**config.mk**
```make
export PLATFORM = sky130hd
export DESIGN_NAME = morse_encoder
export DESIGN_NICKNAME = d
export VERILOG_FILES = /design/src/rtl/morse_pkg.sv /design/src/rtl/ascii2morse_rom.sv /design/src/rtl/morse_encoder.sv
export SDC_FILE = /design/constraint.sdc
export NUM_CORES = 1
export LEC_CHECK = 0
export CAP_MARGIN = 20
export CORE_MARGIN = 2
export CORE_UTILIZATION = 37
export DETAILED_ROUTE_END_ITERATION = 16
export GPL_TIMING_DRIVEN = 0
export PLACE_DENSITY = 0.65
export SYNTH_ARGS = -nofsm -noshare
export SYNTH_HDL_FRONTEND = slang
export SYNTH_SLANG_ARGS = --single-unit
```
**constraint.sdc**
```tcl
create_clock -name clk -period 2.67 [get_ports clk]
set_input_delay 0.534 -clock clk [delete_from_list [all_inputs] [get_ports clk]]
set_output_delay 0.534 -clock clk [all_outputs]
set_load 0.01 [all_outputs]
```
**src/rtl/morse_pkg.sv**
```systemverilog
// Shared types and timing constants for the ASCII-to-Morse transmitter.
// Codes are {count[2:0], pattern[4:0]}; pattern[count-1] is sent first, 1 = dash.
package morse_pkg;

    typedef enum logic [2:0] {
        IDLE,
        LOOKUP,
        MARK,
        SPACE,
        GAP
    } state_t;

    localparam logic [7:0] CODE_WORD_GAP        = 8'hE0;

    localparam logic [2:0] DOT_UNITS            = 3'd1;
    localparam logic [2:0] DASH_UNITS           = 3'd3;
    localparam logic [2:0] ELEM_GAP_UNITS       = 3'd1;
    localparam logic [2:0] LETTER_GAP_UNITS     = 3'd3;
    localparam logic [2:0] WORD_GAP_EXTRA_UNITS = 3'd4;

    function automatic logic [2:0] elem_units(input logic dash);
        return dash ? DASH_UNITS : DOT_UNITS;
    endfunction

endpackage

```
**src/rtl/ascii2morse_rom.sv**
```systemverilog
// 256x8 synchronous ROM: ASCII character -> {count, pattern} Morse code.
// Lower-case letters fold onto upper-case; anything without a code reads 8'h00.
module ascii2morse_rom (
    input  logic       clk,
    input  logic [7:0] addr,
    output logic [7:0] data
);

    logic [7:0] up;
    logic [7:0] code;

    always_comb begin
        up = ((addr >= 8'h61) && (addr <= 8'h7A)) ? (addr - 8'h20) : addr;
        case (up)
            8'h20: code = 8'hE0;
            8'h30: code = 8'hBF;
            8'h31: code = 8'hAF;
            8'h32: code = 8'hA7;
            8'h33: code = 8'hA3;
            8'h34: code = 8'hA1;
            8'h35: code = 8'hA0;
            8'h36: code = 8'hB0;
            8'h37: code = 8'hB8;
            8'h38: code = 8'hBC;
            8'h39: code = 8'hBE;
            8'h41: code = 8'h41;
            8'h42: code = 8'h88;
            8'h43: code = 8'h8A;
            8'h44: code = 8'h64;
            8'h45: code = 8'h20;
            8'h46: code = 8'h82;
            8'h47: code = 8'h66;
            8'h48: code = 8'h80;
            8'h49: code = 8'h40;
            8'h4A: code = 8'h87;
            8'h4B: code = 8'h65;
            8'h4C: code = 8'h84;
            8'h4D: code = 8'h43;
            8'h4E: code = 8'h42;
            8'h4F: code = 8'h67;
            8'h50: code = 8'h86;
            8'h51: code = 8'h8D;
            8'h52: code = 8'h62;
            8'h53: code = 8'h60;
            8'h54: code = 8'h21;
            8'h55: code = 8'h61;
            8'h56: code = 8'h81;
            8'h57: code = 8'h63;
            8'h58: code = 8'h89;
            8'h59: code = 8'h8B;
            8'h5A: code = 8'h8C;
            default: code = 8'h00;
        endcase
    end

    always_ff @(posedge clk) begin
        data <= code;
    end

endmodule

```
**src/rtl/morse_encoder.sv**
```systemverilog
// ASCII-to-Morse transmitter: one character per valid/ready handshake,
// keyed out as dots, dashes and gaps measured in TIMER_FINAL_VALUE+1 cycle units.
module morse_encoder
    import morse_pkg::*;
#(
    parameter int unsigned TIMER_FINAL_VALUE = 9_999_999
) (
    input  logic       clk,
    input  logic       reset,
    input  logic [7:0] din,
    input  logic       din_valid,
    output logic       din_ready,
    output logic       key,
    output logic       busy,
    output logic       bad_char
);

    localparam int unsigned TW = (TIMER_FINAL_VALUE > 0) ? $clog2(TIMER_FINAL_VALUE + 1) : 1;
    localparam logic [TW-1:0] TICK_LAST = TW'(TIMER_FINAL_VALUE);

    state_t        state_q, state_d;
    logic [TW-1:0] tick_q, tick_d;
    logic [2:0]    unit_q, unit_d;
    logic [2:0]    units_q, units_d;
    logic [2:0]    idx_q, idx_d;
    logic [4:0]    pat_q, pat_d;

    logic [7:0]    code;
    logic [2:0]    code_cnt;
    logic [4:0]    code_pat;
    logic [2:0]    idx_dec;
    logic          unit_done;
    logic          elem_done;

    // ROM samples din every cycle, so its output holds the accepted
    // character's code during LOOKUP.
    ascii2morse_rom u_rom (
        .clk  (clk),
        .addr (din),
        .data (code)
    );

    assign code_cnt  = code[7:5];
    assign code_pat  = code[4:0];
    assign idx_dec   = idx_q - 3'd1;
    assign unit_done = (tick_q == TICK_LAST);
    assign elem_done = unit_done && (unit_q == units_q - 3'd1);

    always_comb begin
        state_d   = state_q;
        tick_d    = tick_q;
        unit_d    = unit_q;
        units_d   = units_q;
        idx_d     = idx_q;
        pat_d     = pat_q;
        din_ready = 1'b0;
        key       = 1'b0;
        busy      = 1'b1;
        bad_char  = 1'b0;

        if ((state_q == MARK) || (state_q == SPACE) || (state_q == GAP)) begin
            if (unit_done) begin
                tick_d = '0;
                unit_d = unit_q + 3'd1;
            end else begin
                tick_d = tick_q + TW'(1);
            end
        end

        case (state_q)
            IDLE: begin
                busy      = 1'b0;
                din_ready = ~reset;
                if (din_valid) state_d = LOOKUP;
            end
            LOOKUP: begin
                if (code == CODE_WORD_GAP) begin
                    // Letter gap already sent by the previous character: 3 + 4 = 7 units.
                    state_d = GAP;
                    units_d = WORD_GAP_EXTRA_UNITS;
                end else if ((code_cnt == 3'd0) || (code_cnt > 3'd5)) begin
                    bad_char = 1'b1;
                    state_d  = IDLE;
                end else begin
                    pat_d   = code_pat;
                    idx_d   = code_cnt - 3'd1;
                    units_d = elem_units(code_pat[code_cnt - 3'd1]);
                    state_d = MARK;
                end
            end
            MARK: begin
                key = 1'b1;
                if (elem_done) begin
                    if (idx_q == 3'd0) begin
                        state_d = GAP;
                        units_d = LETTER_GAP_UNITS;
                    end else begin
                        state_d = SPACE;
                        units_d = ELEM_GAP_UNITS;
                    end
                end
            end
            SPACE: begin
                if (elem_done) begin
                    idx_d   = idx_dec;
                    units_d = elem_units(pat_q[idx_dec]);
                    state_d = MARK;
                end
            end
            GAP: begin
                if (elem_done) state_d = IDLE;
            end
            default: state_d = IDLE;
        endcase

        // Every transition changes state, so restarting the timer here
        // gives each element an exact units x U duration.
        if (state_d != state_q) begin
            tick_d = '0;
            unit_d = '0;
        end
    end

    always_ff @(posedge clk) begin
        if (reset) begin
            state_q <= IDLE;
            tick_q  <= '0;
            unit_q  <= '0;
            units_q <= '0;
            idx_q   <= '0;
            pat_q   <= '0;
        end else begin
            state_q <= state_d;
            tick_q  <= tick_d;
            unit_q  <= unit_d;
            units_q <= units_d;
            idx_q   <= idx_d;
            pat_q   <= pat_d;
        end
    end

endmodule

```
==> run summary, run 1 <==
Rows: 33
Lkg Pwr: 1.267 nW
Routed Antenna Nets: 0
Longest Clk Path Bufs: 2
Residual DRC: 0
die height: 97.19 um
Reg power frac: 0.512
Final min period: 2.568 ns
Initial Utilization: 0.3872
reg-to-reg endpoint: state_q[2]
First-pass DRT Iterations: 4
final hold vios: 0
Filler cells: 838
DR WL/cell: 14.35 um
main area contributors after synthesis: dfxtp_1 (31%), ha_1 (5.5%), xor2_1 (5.5%)
Slew Limit Fails: 0
PwrDens: 406.6 nW/um2
Register Area: 980.9 um2
clock tree sinks: 49
logic gate share of total power: 0.157
Reg2Reg Setup Slack: 0.43 ns
initial DRC count: 115
Final Cycle Share: 0.9617
Worst Tran Pin Value: 0.4932 ns
Mapped Cells: 388
Post-Syn Area: 3213 um2
Max-Cap Viols: 0
area delta synth->final: 12.15%
startpoint types: flop
via count: 2941
Clk Latency, worst-skew pair: 0.31 ns
Layout Nets: 433
initial antenna violation count: 0
critical path type: flop to output port
Post-Route WL: 7376 um
Final Core Density: 0.4342
I/O pin total: 15
vias in the first global route: 2749
share of cells above drive strength 1: 0.1027
run status: finished, final reports clean
Synth Area per Inst: 8.281 um2
CP endpoint kind: output port
relative slew slack: 0.6694
Worst Path Max Fanout: 3
input/output buffers: 13
Post-DP HPWL: 5513 um
Vias per Instance: 5.722
total gr overflow: 0
Synth Warn #: 0
CTS tree: done
Die Area: 9446 um2
syn nets: 413
Hold Crit Endpoint: units_q[2]
Main synth FF type: dfxtp_1
Synth async-reset ratio: 0
Die W: 97.19 um
worst vdd ir: 201.3 uV
Worst Reg-to-Reg Cells: 5
DP Cell Count: 506
Synth cell types: 74
gpl congestion: 0.9318
Multi-input gate area: 2106 um2
Seq/Total Area, Yosys: 0.3053
largest net degree at the start of global routing: 15
clock network power share: 0.330
Sw Ratio: 0.2698
Antenna diodes: 0
Arrival @ worst endpoint: 2.03 ns
global-route wire length before repair: 12670 um
post-route insts no fill: 514
Reg-to-Reg Start: tick_q[12]
Reg clk slew, reported paths: 0.09 ns
internal power: 1.070 mW
hold depth: 2
TritonCTS Buffers: 5
Yosys top cell area share: 0.3053
Hold Path Class: flop to flop
Synth area leader: dfxtp_1
Setup WS pre-CTS: -0.6160 ns
Setup-failing EPs final: 0
core region area: 8299 um2
Setup Skew: 0.01091 ns
Yosys reg bits: 49
Worst Hold Launch: units_q[2]
Max Freq: 389.4 MHz
H-tree depth: 2
Worst Setup Slack, final: 0.1023 ns
total track usage: 0.1579
RSZ-0062 raised after global routing: no
EDFF count, synth: 0
CTS root buf: clkbuf_8
CP Data Required Time: 2.14 ns
Sw Pwr: 395.3 uW
kinds of logic (layout without fill, tap and decap cells):
group	after synthesis	after routing	share of synthesized area
AOI/OAI and AO/OA	77	77	0.1756
and+or+nand+nor	172	172	0.2967
buffers and inverters	36	57	0.04556
xor gates and xnor gates	28	28	0.08061
DFF	49	49	0.3053
muxes	12	12	0.04167
adders and majority gates	14	14	0.05452
flip-flops by register name, indices dropped and copies added, names as in the netlist:
signal      count
unit_q          3
tick_q         24
u_rom.data      8
state_q         3
idx_q           3
units_q         3
pat_q           5
critical path, cell delays in order, from the launching register on:
cell and delay (ns):
dfxtp_1 0.32, or4_1 0.54, o21ai_0 0.28, nor2_1 0.10
clkdlybuf4s50_1 0.49
power groups by stage:
stage | clock [mW] | sequential (mW) | combinational [mW]
finish | 0.484 | 0.750 | 0.231
global route | 0.522 | 0.752 | 0.257
CTS | 0.500 | 0.750 | 0.229
detailed placement | 0 | 0.767 | 0.225
global placement | 0 | 0.767 | 0.223
floorplan | 0 | 0.765 | 0.155
cells in the final DEF, fill, tap and decap left out, drive strengths merged, types with 8 or more instances in the layout:
cell           instances
mux2i                 10
inv                   20
dfxtp                 49
nand2                 27
nand3                 19
clkdlybuf4s50         12
nor2                  48
a21oi                 19
o21ai                 12
xor2                  20
ha                    14
clkbuf                19
nand4                 14
nor3                   8
area by class of cell:
cell class	count	area share
multi-input cells	303	0.5844
flip-flops and latches	49	0.2722
repair buffers	13	0.03681
well taps	105	0.03646
clock buffers	7	0.02674
plain buffers	16	0.02118
inverters	20	0.02083
clock inverters	1	0.001389
per-stage QoR:
| step | instance area, um2 | hold slack [ns] | power, mW | setup TNS (ns) |
|---|---|---|---|---|
| floorplan | 3213 | 0.4467 | 0.9197 | 0 |
| global placement | 3475 | 0.4708 | 0.9896 | -4.492 |
| detailed placement | 3475 | 0.4772 | 0.9926 | -4.473 |
| CTS | 3593 | 0.4899 | 1.479 | 0 |
| global route | 3603 | 0.4953 | 1.531 | 0 |
| finish | 3603 | 0.4860 | 1.465 | 0 |
cells in the mapped netlist (4+ instances only):
cell type / instances
ha_1: 14
a21oi_1: 19
clkbuf_1: 12
nand4_1: 13
inv_1: 20
xnor2_1: 7
and4_1: 4
nor4_1: 4
nor3_1: 7
xor2_1: 20
dfxtp_1: 49
nor2_1: 46
o21ai_0: 11
nor2b_1: 4
mux2i_1: 10
o22ai_1: 4
nand3_1: 19
or2_2: 7
nand2b_1: 7
nand2_1: 27
and3_1: 5
layer usage:
layer,vias up,part of all wire,global-route usage
met5,-,0,0
met4,0,0.016,0.05092
met3,12,0.031,0.02662
met2,54,0.49,0.2762
met1,1419,0.47,0.1973
li1,1456,-,-
what timing repair did:
action / 4_1_cts / 5_1_grt
pin swaps: 0 / 1
setup endpoints to repair: 8 / 10
hold buffers: 0 / 0
resized for setup: 7 / 4
setup buffers: 0 / 0
worst max-delay path by stage:
| stage | startpoint | to | slack [ns] | cells past startpoint |
|---|---|---|---|---|
| after floorplan | din[1] | u_rom.data[6] | 0.37 | 8 |
| after global placement | din[1] | u_rom.data[6] | -0.60 | 9 |
| after detailed placement | din[1] | u_rom.data[6] | -0.62 | 9 |
| after CTS | reset | din_ready | 0.02 | 3 |
| after global routing | u_rom.data[0] | bad_char | 0.02 | 4 |
| final | u_rom.data[0] | bad_char | 0.10 | 4 |
Note: power is estimated with default switching activity, not from simulation.
==> inputs of run 2 (changes only) <==
HOLD_SLACK_MARGIN = 0.02   (was default)
==> results of run 2 <==
Same layout as run 1: the final DEF is identical, and so are final timing and power.
==> inputs of run 3 (changes only) <==
SETUP_SLACK_MARGIN = 0.02   (was default)
==> run summary, run 3 (synthesis results as in run 1) <==
run status: finished, final reports clean
RSZ-0062 raised after global routing: no
startpoint types: flop
DR WL/cell: 14.34 um
clock tree sinks: 49
CTS root buf: clkbuf_8
max incr delay on CP: 0.56 ns
Sw Pwr: 397.1 uW
Longest Clk Path Bufs: 2
logic gate share of total power: 0.157
clock network power share: 0.331
largest register by flop count: tick_q
Worst Path Max Fanout: 7
CP endpoint kind: output port
initial DRC count: 111
Post-DP HPWL: 5513 um
Vias per Instance: 5.689
total gr overflow: 0
Arrival @ worst endpoint: 2.01 ns
most frequent cells in the layout: dfxtp_1 (49), nor2_1 (45), nand2_1 (27)
setup TNS: 0 ns
Layout Nets: 433
Post-Route WL: 7369 um
Setup Fix Bufs, Post-CTS: 0
Sw Ratio: 0.2707
CTS tree: done
input/output buffers: 13
Max-Cap Viols: 0
area delta synth->final: 12.15%
First-pass DRT Iterations: 5
Largest register FFs: 24
Final Cycle Share: 0.9529
Max Freq: 393.0 MHz
final hold vios: 0
Routed Antenna Nets: 0
biggest regs: tick_q: 24 flops, u_rom.data: 8 flops, pat_q: 5 flops
H-tree depth: 2
internal power: 1.070 mW
I/O pin total: 15
Die W: 97.19 um
Residual DRC: 0
Final Core Density: 0.4342
critical path type: flop to output port
Worst Tran Pin Value: 0.4934 ns
Setup Skew: 0.01087 ns
global-route wire length before repair: 12680 um
share of cells above drive strength 1: 0.1027
vias in the first global route: 2743
PwrDens: 407.1 nW/um2
Reg clk slew, reported paths: 0.09 ns
Lkg Pwr: 1.267 nW
worst vdd ir: 201.0 uV
relative slew slack: 0.6693
Reg power frac: 0.511
initial antenna violation count: 0
Critical Path Most Common Cell: inv_1
Antenna diodes: 0
Initial Utilization: 0.3872
crit path cell chain: clkbuf_2, inv_1, ha_1, inv_1, o22a_1, nor2_1, clkdlybuf4s50_1
via count: 2924
die height: 97.19 um
Clk Latency, worst-skew pair: 0.31 ns
Setup-failing EPs final: 0
gpl congestion: 0.9318
Slowest-stage cell, CP: clkdlybuf4s50_1
Rows: 33
largest net degree at the start of global routing: 15
Final min period: 2.544 ns
core region area: 8299 um2
CTS Hold Bufs: 0
CP Data Required Time: 2.14 ns
total track usage: 0.1581
commonest non-fill, non-tap cell in the layout: dfxtp_1
Hold Path Class: flop to flop
Slew Limit Fails: 0
Die Area: 9446 um2
TritonCTS Buffers: 5
-- run 3: cell counts in the layout (fill, tap and decap cells not counted) --
No cell type changed its count.
-- run 3: worst max-delay path, delay by kind of cell, from the launching register on --
kind / cells / cell delay, ns
AOI/OAI and AO/OA: 1 / 0.21
adders and majority gates: 1 / 0.15
buffers and inverters: 4 / 0.88
DFF: 1 / 0.32
and+or+nand+nor: 1 / 0.15
-- run 3: worst paths after layout --
path / end / cells past startpoint / slack, ns / start
worst min-delay path: units_q[2] / 2 / 0.49 / units_q[2]
worst max-delay path: bad_char / 7 / 0.13 / u_rom.data[5]
worst max register to register: state_q[2] / 5 / 0.43 / tick_q[12]
worst min register to register: units_q[2] / 2 / 0.49 / units_q[2]
-- run 3: area by class of cell --
type                            count  area (um2)
Clock inverter                      1       5.005
Sequential cell                    49       980.9
Multi-Input combinational cell    303        2106
Timing Repair Buffer               13       132.6
Fill cell                         838        4696
Clock buffer                        7       96.34
Buffer                             16       76.32
Inverter                           20       75.07
Tap cell                          105       131.4
-- run 3: what timing repair did --
item,in CTS,in global routing
endpoints found under the setup margin,9,9
gates resized for setup,8,4
pin swaps,1,1
-- run 3: stage by stage --
step	hold WS (ns)	cell area (um2)	power (mW)	std cells	setup slack [ns]
final	0.4884	3603	1.467	514	0.1258
after global routing	0.4953	3603	1.531	514	0.02583
after CTS	0.4899	3600	1.480	514	0.02461
after detailed placement	0.4772	3475	0.9926	506	-0.6160
after global placement	0.4708	3475	0.9896	506	-0.5990
after floorplan	0.4467	3213	0.9197	388	0.3652
-- run 3: layer usage --
metal  up-vias  routed length [um]  GRT usage
met4         0                 120    0.04984
met3        12                 219    0.02590
met1      1405                3452     0.1981
met5         -                   0          0
li1       1454                   -          -
met2        53                3578     0.2767
-- run 3: power groups by stage --
stage / combinational, mW / sequential, mW / clock [mW]
2_1_floorplan: 0.155 / 0.765 / 0
3_3_place_gp: 0.223 / 0.767 / 0
3_5_place_dp: 0.225 / 0.767 / 0
4_1_cts: 0.230 / 0.750 / 0.500
5_1_grt: 0.257 / 0.752 / 0.522
6_report: 0.231 / 0.750 / 0.486
